==> src/rtl/screen_draw_sequencer.sv <==
// rtl/screen_draw_sequencer.sv - raster address sequencer that walks a full screen through a ROM and emits aligned plot strobes
module screen_draw_sequencer #(
    parameter int H_PIXELS    = 160,
    parameter int V_PIXELS    = 120,
    parameter int ROM_LATENCY = 2
) (
    input  logic        clk,
    input  logic        resetn,
    input  logic        start,
    input  logic        abort,
    input  logic [6:0]  memorySelIn,
    input  logic        blackIn,
    output logic [14:0] screenCount,
    output logic [6:0]  memorySel,
    output logic        black,
    output logic [7:0]  x,
    output logic [6:0]  y,
    output logic        plot,
    output logic        busy,
    output logic        done
);

    typedef enum logic [1:0] {IDLE, FETCH, DRAIN, DONE} state_t;

    localparam int LAST_ADDR = H_PIXELS * V_PIXELS - 1;

    state_t                          state;
    logic [7:0]                      xa;
    logic [6:0]                      ya;
    logic [1:0]                      drain_cnt;
    logic [ROM_LATENCY-1:0]          pv;
    logic [ROM_LATENCY-1:0][7:0]     px;
    logic [ROM_LATENCY-1:0][6:0]     py;

    assign plot = pv[ROM_LATENCY-1];
    assign x    = px[ROM_LATENCY-1];
    assign y    = py[ROM_LATENCY-1];

    always_ff @(posedge clk or negedge resetn) begin
        if (!resetn) begin
            state       <= IDLE;
            screenCount <= '0;
            xa          <= '0;
            ya          <= '0;
            drain_cnt   <= '0;
            memorySel   <= '0;
            black       <= 1'b0;
            busy        <= 1'b0;
            done        <= 1'b0;
            pv          <= '0;
            px          <= '0;
            py          <= '0;
        end else begin
            // The pipeline mirrors the ROM plus colour register so x/y line up with colour.
            pv[0] <= (state == FETCH);
            px[0] <= xa;
            py[0] <= ya;
            for (int i = 1; i < ROM_LATENCY; i++) begin
                pv[i] <= pv[i-1];
                px[i] <= px[i-1];
                py[i] <= py[i-1];
            end
            done <= 1'b0;

            case (state)
                IDLE: begin
                    if (start) begin
                        state       <= FETCH;
                        busy        <= 1'b1;
                        screenCount <= '0;
                        xa          <= '0;
                        ya          <= '0;
                        memorySel   <= memorySelIn;
                        black       <= blackIn;
                    end
                end
                FETCH: begin
                    if (abort) begin
                        state <= IDLE;
                        busy  <= 1'b0;
                        pv    <= '0;
                    end else if (screenCount == 15'(LAST_ADDR)) begin
                        state     <= DRAIN;
                        drain_cnt <= 2'(ROM_LATENCY - 1);
                    end else begin
                        screenCount <= screenCount + 15'd1;
                        if (xa == 8'(H_PIXELS - 1)) begin
                            xa <= '0;
                            ya <= ya + 7'd1;
                        end else begin
                            xa <= xa + 8'd1;
                        end
                    end
                end
                DRAIN: begin
                    // One DRAIN cycle per pipeline stage still holding fetched pixels.
                    if (abort) begin
                        state <= IDLE;
                        busy  <= 1'b0;
                        pv    <= '0;
                    end else if (drain_cnt == 2'd0) begin
                        state <= DONE;
                        busy  <= 1'b0;
                        done  <= 1'b1;
                    end else begin
                        drain_cnt <= drain_cnt - 2'd1;
                    end
                end
                DONE: begin
                    state <= IDLE;
                end
                default: state <= IDLE;
            endcase
        end
    end

endmodule

==> config.mk <==
export PLATFORM = sky130hd
export DESIGN_NAME = screen_draw_sequencer
export DESIGN_NICKNAME = d
export VERILOG_FILES = /design/src/rtl/screen_draw_sequencer.sv
export SDC_FILE = /design/constraint.sdc
export NUM_CORES = 1
export LEC_CHECK = 0
export CAP_MARGIN = 20
export CELL_PAD_IN_SITES_DETAIL_PLACEMENT = 0
export CELL_PAD_IN_SITES_GLOBAL_PLACEMENT = 1
export CORE_MARGIN = 1.5
export CORE_UTILIZATION = 42
export DETAILED_ROUTE_END_ITERATION = 12
export GPL_TIMING_DRIVEN = 1
export PLACE_DENSITY_LB_ADDON = 0.1
export SLEW_MARGIN = 20
export SYNTH_ARGS = -nofsm -noshare
export SYNTH_HDL_FRONTEND = slang
export SYNTH_SLANG_ARGS = --single-unit
==> constraint.sdc <==
create_clock -name clk -period 2.35 [get_ports clk]
set_clock_uncertainty 0.1 [all_clocks]
set_input_delay 0.235 -clock clk [delete_from_list [all_inputs] [get_ports clk]]
set_output_delay 0.235 -clock clk [all_outputs]
set_load 0.005 [all_outputs]
-- Word-level counts from Yosys, hierarchy flattened
Index checks and enable logic that the tools add are counted.
- output and inout port bits: 41
- input bits: 12
- register bits after elaboration: 76
- mux-type cells: 36
- reduce and logical (&&, ||, !) cells: 11
- add/subtract/negate cells: 4
- eq/ne operators: 15
- operator list (cell ; number):
    $mux 15 ; 3
    $mux 8 ; 4
    $pmux 15 s2 ; 1
    $mux 7 ; 4
    $mux 2 ; 11
    $pmux 8 s2 ; 1
    $add 15x1->15 const B ; 1
    $eq 15x15->1 const B ; 1
    $pmux 7 s2 ; 1
    $ne 2x2->1 const B ; 6
    $reduce_and 5->1 ; 2
    $add 8x1->8 const B ; 1
    $eq 8x8->1 const B ; 1
    $pmux 2 s2 ; 2
    $pmux 2 s4 ; 1
    $reduce_and 4->1 ; 2
    $add 7x1->7 const B ; 1
    $mux 1 ; 7
    $eq 2x2->1 const B ; 2
    $logic_not 2->1 ; 2
    $ne 2x1->1 const B ; 2
    $reduce_bool 2->1 ; 2
    $ne 3x2->1 const B ; 1
    $ne 3x3->1 const B ; 1
    other kinds (6) ; 6

-- Logic depth before layout (Yosys ltp)
- depth after elaboration: 5
- depth in mapped cells: 8
- mapped depth without buffers: 7

-- Worst setup path after synthesis
No wires, ideal clock.
- path type: register to register
- start point: register state[1]
- end point: register xa[0]
- clock period less this slack: 2.063 ns
- stages on the path, launching flop included: 7
- setup time: 0.125 ns
- arrival: 1.838 ns
- slack: 0.287 ns
- cell sequence: dfrtp_1 -> inv_1 -> ha_1 -> nand2b_1 -> a21o_1 -> a21oi_1 -> mux2_2
- longest elaborated chain between the ends: 3
- elaborated cells between the ends (all ways): 8
- RTL lines (item ; line ; RTL):
    start, declared ; 27 ; state_t state;
    start signal, assigned ; 41 ; state <= IDLE;
    start signal, assigned ; 68 ; state <= FETCH;
    start signal, assigned ; 79 ; state <= IDLE;
    $eq 2x1->1 or $logic_not 2->1 (tied branches) ; 65 ; case (state)
    $ne 2x2->1 (no line) or $reduce_bool 2->1 (tied branches) ; -- ;
    $reduce_and 4->1 (no line) ; -- ;
    end signal, assigned ; 91 ; xa <= xa + 8'd1;
    end, declared ; 28 ; logic [7:0] xa;
Several ways; a longest one is shown, not always the timed one.
A chain may end at the register's enable or synchronous reset.

-- Worst setup path in the final report
- start point: register state[1]
- end point: register ya[6]
- longest elaborated chain between the ends: 3
- elaborated cells between the ends (all ways): 9
- RTL lines (item ; line ; RTL):
    $eq 2x1->1 or $logic_not 2->1 (tied branches) ; 65 ;
    $ne 2x1->1 (no line), or another cell as far along ; -- ;
    $reduce_and 5->1 (no line) ; -- ;
    end signal, assigned ; 89 ; ya <= ya + 7'd1;
    end, declared ; 29 ; logic [6:0] ya;
Several ways; a longest one is shown, not always the timed one.

==> results by stage <==
Timing:
- The final cycle utilization of the critical path is 92.7%.
- The final critical path time including I/O delays and setup is 2.18 ns.
- The transition time at the pin with the least slew margin is 0.444 ns.
- The count of final hold-check violations came to 0.
- Adding up every negative setup slack in the final design gives 0 ns.
- Setup repair after global routing left no endpoint under its margin.
- The worst pin sits at a relative slew slack of 70.4%.
- The highest attainable clock frequency is 0.459 GHz.
- Setup violations remaining at the end of the flow were counted as 0.
- The number of pins exceeding their max-slew limit in the final report came to 0.

CTS:
- The CTS tree is built.
- The clock latency on the worst-skew pair is 0.34 ns.
- The number of sinks on the clock net is 76.
- In this run the deepest clock path goes through 2 buffers.
- The H-tree was split into 3 levels.
- CTS placed an instance of clkbuf_8 at the clock tree root.
- The number of clock buffers added by TritonCTS is 9.
- After clock tree synthesis, the clock-pin slew on the worst setup and hold paths is 0.08 ns.

Critical path:
- Data arrives at the worst endpoint at 2.36 ns.
- The kind of end point of the critical path is a flip-flop.
- The worst setup path is of the flip-flop to flip-flop kind.
- Of all nets on the critical path, the largest fanout is 8.
- The worst register-to-register path has a setup slack of 0.17 ns.
- The startpoint class of the critical path is a flip-flop.
- The worst path required time is 2.53 ns.

Yosys:
- The library cell with the largest summed area after synthesis is dfrtp_1.
- Yosys mapped the design onto 43 distinct sky130hd cell types.
- The cell count after synthesis is 284.
- After synthesis, the share of flip-flops with an asynchronous set or reset is 100%.
- In this run the biggest area consumer among cell types represents 57.0% of the synthesized area.
- In this run, synthesis inferred 0 flip-flops with an integrated enable.
- Summing every instance area after synthesis gives 3340 um2.
- The number of register bits inferred by synthesis is 76.
- The fraction of the yosys area taken by sequential cells is 57.0%.
- The net count after synthesis is 305.
- By instance count, the leading cell after synthesis is dfrtp_1.
- For this run, the number of Yosys warnings is 0.
- Counting instances in the post-synthesis netlist gives the leading cell types as dfrtp_1 (76), nor2_1 (23), nand2_1 (20), buf_4 (16), nand3_1 (12).
- By area the synthesized netlist is led by dfrtp_1 (57%), mux2_2 (3.7%), buf_4 (3.6%).
- After synthesis, the mean cell area works out to 11.8 um2.
- The top flip-flop cell by instance count after synthesis is dfrtp_1.

Drt:
- In the final routed layout, each cell accounts on average for 13.8 um.
- The average vias per placed instance is 4.97.
- For this block, the initial DRC count from the detailed router was 90.
- The total vias in the final route is 2215.
- In the routed design, unresolved DRC markers number 0.
- The post-detailed-routing wire length is 6.15 mm.
- The total iterations of the first detailed-routing run is 4.
- The detail route stage leaves a number of antenna-violating nets equal to 0.

Finish:
- Relative to the synthesized area, the layout overhead comes to 24.9%.
- The number of antenna cells inserted is 0.
- The share of post-route cells with drive strength above 1 is 15.1%.
- For this run, the post-layout net count is 361.
- Leaving out filler cells and counting taps, the final layout contains 446.

Global routing:
- Entering global routing, the biggest net connects 44 pins.
- The initial antenna violation count is 0.
- The first global-routing pass estimated 10.8 mm of wire.
- The via count of the first global-routing pass is 2228.
- For this run the aggregate overflow at the end of global routing stands at 0.
- The total global routing track utilization is 16.5%.

Job:
- The max-cap check violation count is 0.

Power and ir drop:
- The combinational power share is 33.9%.
- Summed over all nets, the switching power comes to 1340 uW.
- The analysis attributes to cell leakage a power of 0.00181 uW.
- The internal power is 2960 uW.
- The switching part of the total is 31.2%.
- The sequential power share is 43.9%.
- The relative contribution of the clock network to total power is 22.2%.
- The worst voltage drop across the vdd grid is 0.533 mV.
- For this design the ratio of total power to cell area is 1030 nW/um2.

Floorplanning:
- 53 I/O pins were placed.
- The die covers 8490 um2.
- The placeable core region is 7730 um2.
- The die is 92.2 um tall.
- The initial utilization of the core area, before any placement, comes to 43.2%.
- The number of standard-cell rows in the floorplan is 32.
- In this run the horizontal extent of the chip is 92.2 um.

Placement:
- The cell count after placement is 429.
- The placed wire-length estimate after detailed placement is 4.32 mm.
- The count of buffers added on input and output ports is 52.
- The global placer's final weighted congestion is 0.800.

Min path:
- The class of the most critical hold timing path is flip-flop to flip-flop.

Run status:
- The flow ran to the end, and the final reports show no timing, DRC or antenna violations.
## placed cells by master, fill, tap and decap left out, types with 5 or more instances in the layout
master | netlist | layout
xnor2_1 | 11 | 11
xor2_1 | 6 | 6
and3_1 | 7 | 7
nand2_1 | 20 | 20
a21oi_1 | 8 | 8
dfrtp_1 | 76 | 76
inv_1 | 8 | 8
o21ai_0 | 5 | 5
and4_1 | 5 | 5
nand2b_1 | 5 | 5
nand3_1 | 12 | 12
nor2_1 | 23 | 23
buf_4 | 16 | 15
clkdlybuf4s50_1 | 0 | 51
mux2_2 | 11 | 11
nand4_1 | 7 | 7
clkbuf_8 | 0 | 9
ha_1 | 9 | 8
## critical path, cell delays in order, from the launching register on
cell and delay, ns:
dfrtp_1 0.40, inv_1 0.09, ha_2 0.22, nand2b_1 0.23, a21oi_2 0.30, o211ai_4 0.17
or4b_1 0.52, nand3_1 0.09
## cell type report
| class | count | area [um2] |
|---|---|---|
| Multi-Input combinational cell | 177 | 1270 |
| Tap cell | 102 | 128 |
| Clock inverter | 6 | 65.1 |
| Sequential cell | 76 | 1900 |
| Fill cell | 675 | 3560 |
| Timing Repair Buffer | 68 | 653 |
| Clock buffer | 9 | 124 |
| Inverter | 8 | 30.0 |
## power groups by stage
stage | combinational, uW | sequential, uW | clock, uW
5_1_grt | 1620 | 1940 | 1060
2_1_floorplan | 863 | 1880 | 0
3_3_place_gp | 1450 | 1900 | 0
3_5_place_dp | 1460 | 1920 | 0
4_1_cts | 1470 | 1900 | 997
6_report | 1460 | 1890 | 955
## per-layer routing
metal,track usage [%],share of wire (%)
met1,23.0,50
met2,23.0,43
met3,4.56,4.4
met4,8.97,1.7
met5,0,0
## per-stage QoR
step | util (%) | power (uW) | worst slack [ns] | cell area [um2] | hold WS [ns]
finish | 54.0 | 4300 | 0.171 | 4170 | 0.249
global route | 54.0 | 4620 | 0.0477 | 4170 | 0.255
CTS | 53.7 | 4370 | 0.0862 | 4150 | 0.252
detailed placement | 51.1 | 3370 | 0.117 | 3950 | 0.108
global placement | 51.1 | 3350 | 0.136 | 3950 | 0.104
floorplan | - | 2750 | 0.287 | 3340 | -0.161
## final timing paths
kind / from / end / depth (start not counted)
min in group asynchronous: resetn / py[5] / 2
min reg2reg: py[2] / y[2] / 0
max reg2reg: state[1] / ya[6] / 7
max in group asynchronous: resetn / screenCount[6] / 3
min: py[2] / y[2] / 0
max: state[1] / ya[6] / 7
## cells by family (layout without fill, tap and decap cells)
logic type,after synthesis,in the layout,share of synthesized area [%]
and+or+nand+nor,102,102,16.7
DFF,76,76,57.0
AOI/OAI and AO/OA,37,37,9.07
buffers and inverters,31,91,5.40
xor gates and xnor gates,17,17,4.46
muxes,12,12,4.01
adders and majority gates,9,9,3.37
## registers in the layout (all words and copies together) (netlist names), 2 cells and up
| register | flops |
|---|---|
| drain_cnt | 2 |
| memorySel | 7 |
| pv | 2 |
| px | 8 |
| py | 7 |
| screenCount | 15 |
| state | 2 |
| x | 8 |
| xa | 8 |
| y | 7 |
| ya | 7 |
## what timing repair did
item,CTS,global route
hold buffers,1,0
endpoints found under the setup margin,0,14
hold endpoints to repair,33,0
setup buffers,0,1
resized for setup,0,3
Power figures use the tool's default switching activity.
